==> config.mk <==
export PLATFORM = sky130hd
export DESIGN_NAME = reg_route_unit
export DESIGN_NICKNAME = d
export VERILOG_FILES = /design/src/rtl/reg_route_pkg.sv /design/src/rtl/reg_route_unit_decode.sv /design/src/rtl/reg_route_unit.sv
export SDC_FILE = /design/constraint.sdc
export NUM_CORES = 1
export LEC_CHECK = 0
export BUFFER_PORTS_ARGS = -buffer_cell sky130_fd_sc_hd__buf_2
export CORE_MARGIN = 10
export CORE_UTILIZATION = 51
export CTS_CLUSTER_SIZE = 8
export DETAILED_ROUTE_END_ITERATION = 16
export GPL_TIMING_DRIVEN = 1
export PLACE_DENSITY_LB_ADDON = 0.1
export SYNTH_ARGS = -nofsm -noshare
export SYNTH_HDL_FRONTEND = slang
export SYNTH_SLANG_ARGS = --single-unit
==> constraint.sdc <==
create_clock -name clk -period 5.04 [get_ports clk]
set_input_delay 0.756 -clock clk [delete_from_list [all_inputs] [get_ports clk]]
set_output_delay 0.756 -clock clk [all_outputs]
set_load 0.005 [all_outputs]
==> src/rtl/reg_route_pkg.sv <==
// -----------------------------------------------------------------------------
// reg_route_pkg
// Shared definitions for the register-routing unit.
//   mode_e  : operand-routing mode encodings (RR, RRR, RI, W)
//   route_t : routed read/write addresses plus their use flags
// Addresses in route_t are ROUTE_AW_MAX bits wide so one struct serves any
// instance with AW <= ROUTE_AW_MAX; users take the low AW bits.
// -----------------------------------------------------------------------------
package reg_route_pkg;

  typedef enum logic [1:0] {
    MODE_RR  = 2'd0,
    MODE_RRR = 2'd1,
    MODE_RI  = 2'd2,
    MODE_W   = 2'd3
  } mode_e;

  localparam int unsigned ROUTE_AW_MAX = 8;

  typedef logic [ROUTE_AW_MAX-1:0] route_addr_t;

  typedef struct packed {
    route_addr_t r1;
    route_addr_t r2;
    route_addr_t rw;
    logic        r1_en;
    logic        r2_en;
    logic        rw_en;
  } route_t;

endpackage

==> src/rtl/reg_route_unit_decode.sv <==
// -----------------------------------------------------------------------------
// reg_route_decode
// Combinational mode mux: picks which instruction fields feed R1/R2/RW.
// Unused addresses are forced to zero, never left as don't-care.
// Ports:
//   mode                 : routing mode (mode_e encoding)
//   rAlpha/rBeta/rGamma  : instruction register fields, AW bits each
//   route                : routed addresses + enables (zero-extended)
// -----------------------------------------------------------------------------
module reg_route_decode
  import reg_route_pkg::*;
#(
  parameter int AW = 2
) (
  input  logic [1:0]    mode,
  input  logic [AW-1:0] rAlpha,
  input  logic [AW-1:0] rBeta,
  input  logic [AW-1:0] rGamma,
  output route_t        route
);

  always_comb begin
    route = '0;
    case (mode_e'(mode))
      MODE_RR: begin
        route.r1    = route_addr_t'(rAlpha);
        route.r2    = route_addr_t'(rBeta);
        route.r1_en = 1'b1;
        route.r2_en = 1'b1;
      end
      MODE_RRR: begin
        route.r1    = route_addr_t'(rBeta);
        route.r2    = route_addr_t'(rGamma);
        route.rw    = route_addr_t'(rAlpha);
        route.r1_en = 1'b1;
        route.r2_en = 1'b1;
        route.rw_en = 1'b1;
      end
      MODE_RI: begin
        route.r1    = route_addr_t'(rBeta);
        route.rw    = route_addr_t'(rAlpha);
        route.r1_en = 1'b1;
        route.rw_en = 1'b1;
      end
      MODE_W: begin
        route.rw    = route_addr_t'(rAlpha);
        route.rw_en = 1'b1;
      end
      default: route = '0;
    endcase
  end

endmodule

==> src/rtl/reg_route_unit.sv <==
// -----------------------------------------------------------------------------
// reg_route_unit
// Routes decoded instruction register fields onto read/write address ports,
// registers them behind a valid/ready output stage and tracks pending writes
// in a scoreboard that stalls RAW/WAW hazards.
//
// Handshake: a transfer happens on a rising edge where valid and ready are
// both 1. The producer holds valid and its payload until that edge; ready may
// depend on valid, but valid never depends on ready.
//
// Ports:
//   clk, rst_n            : clock, synchronous active-low reset
//   in_valid / in_ready   : input handshake for mode + rAlpha/rBeta/rGamma
//   mode                  : routing mode (see reg_route_pkg::mode_e)
//   out_valid / out_ready : output handshake for R1/R2/RW + enables
//   wb_valid, wb_reg      : writeback completion, clears busy[wb_reg]
//   busy                  : pending-write bit per register
// -----------------------------------------------------------------------------
module reg_route_unit
  import reg_route_pkg::*;
#(
  parameter int AW    = 2,
  parameter int SB_EN = 1
) (
  input  logic              clk,
  input  logic              rst_n,
  input  logic              in_valid,
  output logic              in_ready,
  input  logic [1:0]        mode,
  input  logic [AW-1:0]     rAlpha,
  input  logic [AW-1:0]     rBeta,
  input  logic [AW-1:0]     rGamma,
  output logic              out_valid,
  input  logic              out_ready,
  output logic [AW-1:0]     R1,
  output logic [AW-1:0]     R2,
  output logic [AW-1:0]     RW,
  output logic              r1_en,
  output logic              r2_en,
  output logic              rw_en,
  input  logic              wb_valid,
  input  logic [AW-1:0]     wb_reg,
  output logic [(1<<AW)-1:0] busy
);

  localparam int NREGS = 1 << AW;

  route_t            w_route;
  logic [AW-1:0]     w_r1;
  logic [AW-1:0]     w_r2;
  logic [AW-1:0]     w_rw;
  logic [NREGS-1:0]  w_clr_mask;
  logic [NREGS-1:0]  w_set_mask;
  logic [NREGS-1:0]  w_busy_eff;
  logic              w_hazard;
  logic              w_accept;

  logic              r_out_valid;
  logic [AW-1:0]     r_r1;
  logic [AW-1:0]     r_r2;
  logic [AW-1:0]     r_rw;
  logic              r_r1_en;
  logic              r_r2_en;
  logic              r_rw_en;
  logic [NREGS-1:0]  r_busy;

  reg_route_decode #(.AW(AW)) u_decode (
    .mode   (mode),
    .rAlpha (rAlpha),
    .rBeta  (rBeta),
    .rGamma (rGamma),
    .route  (w_route)
  );

  assign w_r1 = w_route.r1[AW-1:0];
  assign w_r2 = w_route.r2[AW-1:0];
  assign w_rw = w_route.rw[AW-1:0];

  // Upper address bits are always zero (zero-extended fields); fold them so
  // they are visibly consumed.
  if (AW < ROUTE_AW_MAX) begin : g_hi_bits
    logic w_unused_hi;
    assign w_unused_hi = ^{w_route.r1[ROUTE_AW_MAX-1:AW],
                           w_route.r2[ROUTE_AW_MAX-1:AW],
                           w_route.rw[ROUTE_AW_MAX-1:AW]};
  end

  always_comb begin
    w_clr_mask = '0;
    if (wb_valid) w_clr_mask[wb_reg] = 1'b1;
  end

  always_comb begin
    w_set_mask = '0;
    if (w_accept && w_route.rw_en) w_set_mask[w_rw] = 1'b1;
  end

  // Same-cycle writeback is treated as already complete (bypass), so a
  // dependent instruction issues on the writeback cycle without a bubble.
  assign w_busy_eff = r_busy & ~w_clr_mask;

  always_comb begin
    w_hazard = 1'b0;
    if (SB_EN != 0 && in_valid) begin
      w_hazard = (w_route.r1_en && w_busy_eff[w_r1]) ||
                 (w_route.r2_en && w_busy_eff[w_r2]) ||
                 (w_route.rw_en && w_busy_eff[w_rw]);
    end
  end

  assign in_ready = rst_n & (~r_out_valid | out_ready) & ~w_hazard;
  assign w_accept = in_valid & in_ready;

  always_ff @(posedge clk) begin
    if (!rst_n) begin
      r_out_valid <= 1'b0;
      r_r1        <= '0;
      r_r2        <= '0;
      r_rw        <= '0;
      r_r1_en     <= 1'b0;
      r_r2_en     <= 1'b0;
      r_rw_en     <= 1'b0;
    end else if (w_accept) begin
      r_out_valid <= 1'b1;
      r_r1        <= w_r1;
      r_r2        <= w_r2;
      r_rw        <= w_rw;
      r_r1_en     <= w_route.r1_en;
      r_r2_en     <= w_route.r2_en;
      r_rw_en     <= w_route.rw_en;
    end else if (out_ready) begin
      r_out_valid <= 1'b0;
    end
  end

  // Set wins over clear on the same register: the new writer is still pending.
  always_ff @(posedge clk) begin
    if (!rst_n || SB_EN == 0) begin
      r_busy <= '0;
    end else begin
      r_busy <= (r_busy & ~w_clr_mask) | w_set_mask;
    end
  end

  assign out_valid = r_out_valid;
  assign R1        = r_r1;
  assign R2        = r_r2;
  assign RW        = r_rw;
  assign r1_en     = r_r1_en;
  assign r2_en     = r_r2_en;
  assign rw_en     = r_rw_en;
  assign busy      = r_busy;

endmodule

==> impl_metrics.ini <==
[status]
status = finished clean

[timing]
fin_ws_ns = 1.75
rsz0062_at_grt = no
fin_crit_ns = 3.29
hold_viol_final = 0
tightest_slew_ns = 0.392
slew_headroom_pct = 73.6
skew_ns = 0.00272
fin_setup_tns_ns = 0
fmax_mhz = 304
min_period_over_period_pct = 65.3
setup_viol = 0
drv_slew = 0
hold_ws_ns = 0.459

[cells_and_area]
fin_area_um2 = 1000
insertedDiodeCount = 0
mostFrequentLayoutCells = buf_2, dfxtp_1, nand2_1
fin_nets = 145
layout-drive-gt1-share_pct = 31.5
final_common_cell = buf_2
nFillCells = 144
multi_input_area_um2 = 522
regArea_um2 = 280
area_growth_pct = 20.8

[clock_tree]
cts_hold_buf = 0
clockRootBuffer = clkbuf_4
clock_path_buffers = 2
cts_setup_buffers = 0
cts_buffers = 3
clock_sinks = 14
path_clk_slew_ns = 0.08
cts_tree = yes
clock_latency_ns = 0.27
cts_resized = 0
htreeDepth = 1

[setup_path]
path_class = input pin to output port
path_buf_inv = 3
critical_path_depth = 10
slowest_delay_ns = 0.40
worstPathCellList = buf_2 > inv_1 > ha_1 > a22oi_2 > nand3b_1 > a21oi_2 > a2111oi_4 > nand2_1 > a21oi_1 > buf_2
critical_path.endpoint_type = output port
cp_top_family = compound AO/OA/AOI/OAI gates
worstSetupStartpointType = input pin
crit_path_max_fanout = 7
cp_common_cell = buf_2
slowest_stage = a2111oi_4
arrival_ns = 2.54
rr_worst_depth = 5
crit_required_ns = 4.28

[detailed_routing]
vias_per_cell = 5.68
first_iter_violations = 24
drc_errors = 0
wire_per_inst_um = 15.0
ant_nets = 0
dr_total_vias = 795
wl_um = 2110
first_pass_iters = 4

[synth]
yosys.area.top_type = dfxtp_1
syn_area_um2 = 832
netlist_top_cells_area = dfxtp_1, mux2i_1, nand2_1, ha_1, nand3_1
yosys_warnings = 0
synth_compound_area_share_pct = 19.2
synth_top_family_by_area = simple AND/OR/NAND/NOR gates
post_synth_xor_area_fraction_pct = 0
syn_inst = 94
synth_mux_area_share_pct = 10.8
synth_simple_gate_area_share_pct = 26.6
syn-num-nets = 113
syn_avg_cell_area_um2 = 8.85
synth_top_area_share_pct = 33.7
yosysUniqueCellTypes = 29
synth_adder_area_share_pct = 6.02
synth_seq_cells = 14
yosysSeqAreaShare_pct = 33.7

[placed_design]
pre_cts_ws_ns = 1.76
hpwl_um = 1720
routabilityCongestion = 0.880
dpl_cell_area_um2 = 982
portBuffers = 29

[grt]
grt_usage_pct = 12.0
antenna_found_initial = 0
grt_pass1_vias = 786
grt_start_max_net_pins = 16
grt-ovfl-total = 0
grt_pass1_wl_um = 3440

[floorplanning]
pin_count = 30
std_cell_rows = 14
fp.dieW_um = 60.4
die_h_um = 60.4
start_util_pct = 54.6
dieArea_um2 = 3650
core_um2 = 1520

[pwr]
p_per_area_nw_per_um2 = 236
total_leakage_power_nw = 0.495
power_uw = 237
vdd_drop_max_mv = 0.132

[job]
drv_cap = 0

[min_path]
hold_class = register to register
hold_depth = 2
-- area by class of cell --
type / count / area share (%)
multi-input cells: 74 / 51.9
repair buffers: 29 / 14.4
clock buffers: 3 / 2.24
flip-flops and latches: 14 / 27.9
inverters: 4 / 1.49
well taps: 16 / 1.99
-- through the flow --
stage | util, % | cells
finish | 65.9 | 140
global route | 65.9 | 140
CTS | 65.9 | 140
detailed placement | 64.4 | 137
global placement | 64.4 | 137
floorplan | - | 94
-- routing by layer --
| metal | wire [um] | up-vias | share of wire [%] | track usage (%) |
|---|---|---|---|---|
| met3 | 175 | 4 | 8.3 | 2.92 |
| li1 | - | 404 | - | - |
| met1 | 945 | 354 | 45 | 14.8 |
| met5 | 0 | - | 0 | 0 |
| met4 | 40 | 0 | 1.9 | 5.77 |
| met2 | 944 | 33 | 45 | 19.0 |
-- cells in the mapped netlist --
library cell and instances:
a22oi_2 1, dfxtp_1 14, o21ai_1 1, a22o_1 1, nand2_1 14, nand3_1 10
and3_1 1, a31oi_1 1, a22oi_1 3, nand3_2 1, nand3_4 1, clkbuf_1 1
o22ai_1 1, or3b_4 1, o32ai_1 1, a2111oi_4 1, a21oi_2 1, o41ai_1 1
ha_1 4, inv_1 4, buf_6 1, nand3b_1 3, or2_2 1, nor2_1 2
mux2i_1 9, nand2b_1 4, or3_1 2, o21ai_0 3, a21oi_1 6
-- logic make-up after synthesis --
family                   count (synthesis)
flip-flops                              14
buffers and inverters                    6
adder cells (fa/ha/maj)                  4
multiplexers                             9
AND/OR/NAND/NOR                         40
AO/OA/AOI/OAI                           21
-- report_power, final --
part	leakage, nW	total, mW	switching (mW)	internal [mW]
Sequential	0.114	0.122	0.00376	0.118
Clock	0.0138	0.0602	0.0326	0.0276
Combinational	0.367	0.0557	0.0309	0.0249
-- worst register-to-register path, stage by stage, from the launching register on --
cell and delay, ns:
dfxtp_1 0.35, nand3_1 0.09, o21ai_0 0.15, a2111oi_4 0.46
nand3_4 0.28, o32ai_1 0.32
-- path summary, 6_finish.rpt --
kind	start	end	slack [ns]
worst max register to register	busy[2]	busy[3]	3.30
worst min register to register	RW[0]	RW[0]	0.46
worst min-delay path	RW[0]	RW[0]	0.46
worst max-delay path	mode[0]	in_ready	1.75
-- flip-flops by register name, indices dropped and copies added (netlist names) --
name       cells
r2_en          1
rw_en          1
RW             2
out_valid      1
r1_en          1
R1             2
busy           4
R2             2
(Power assumes the default switching activity.)
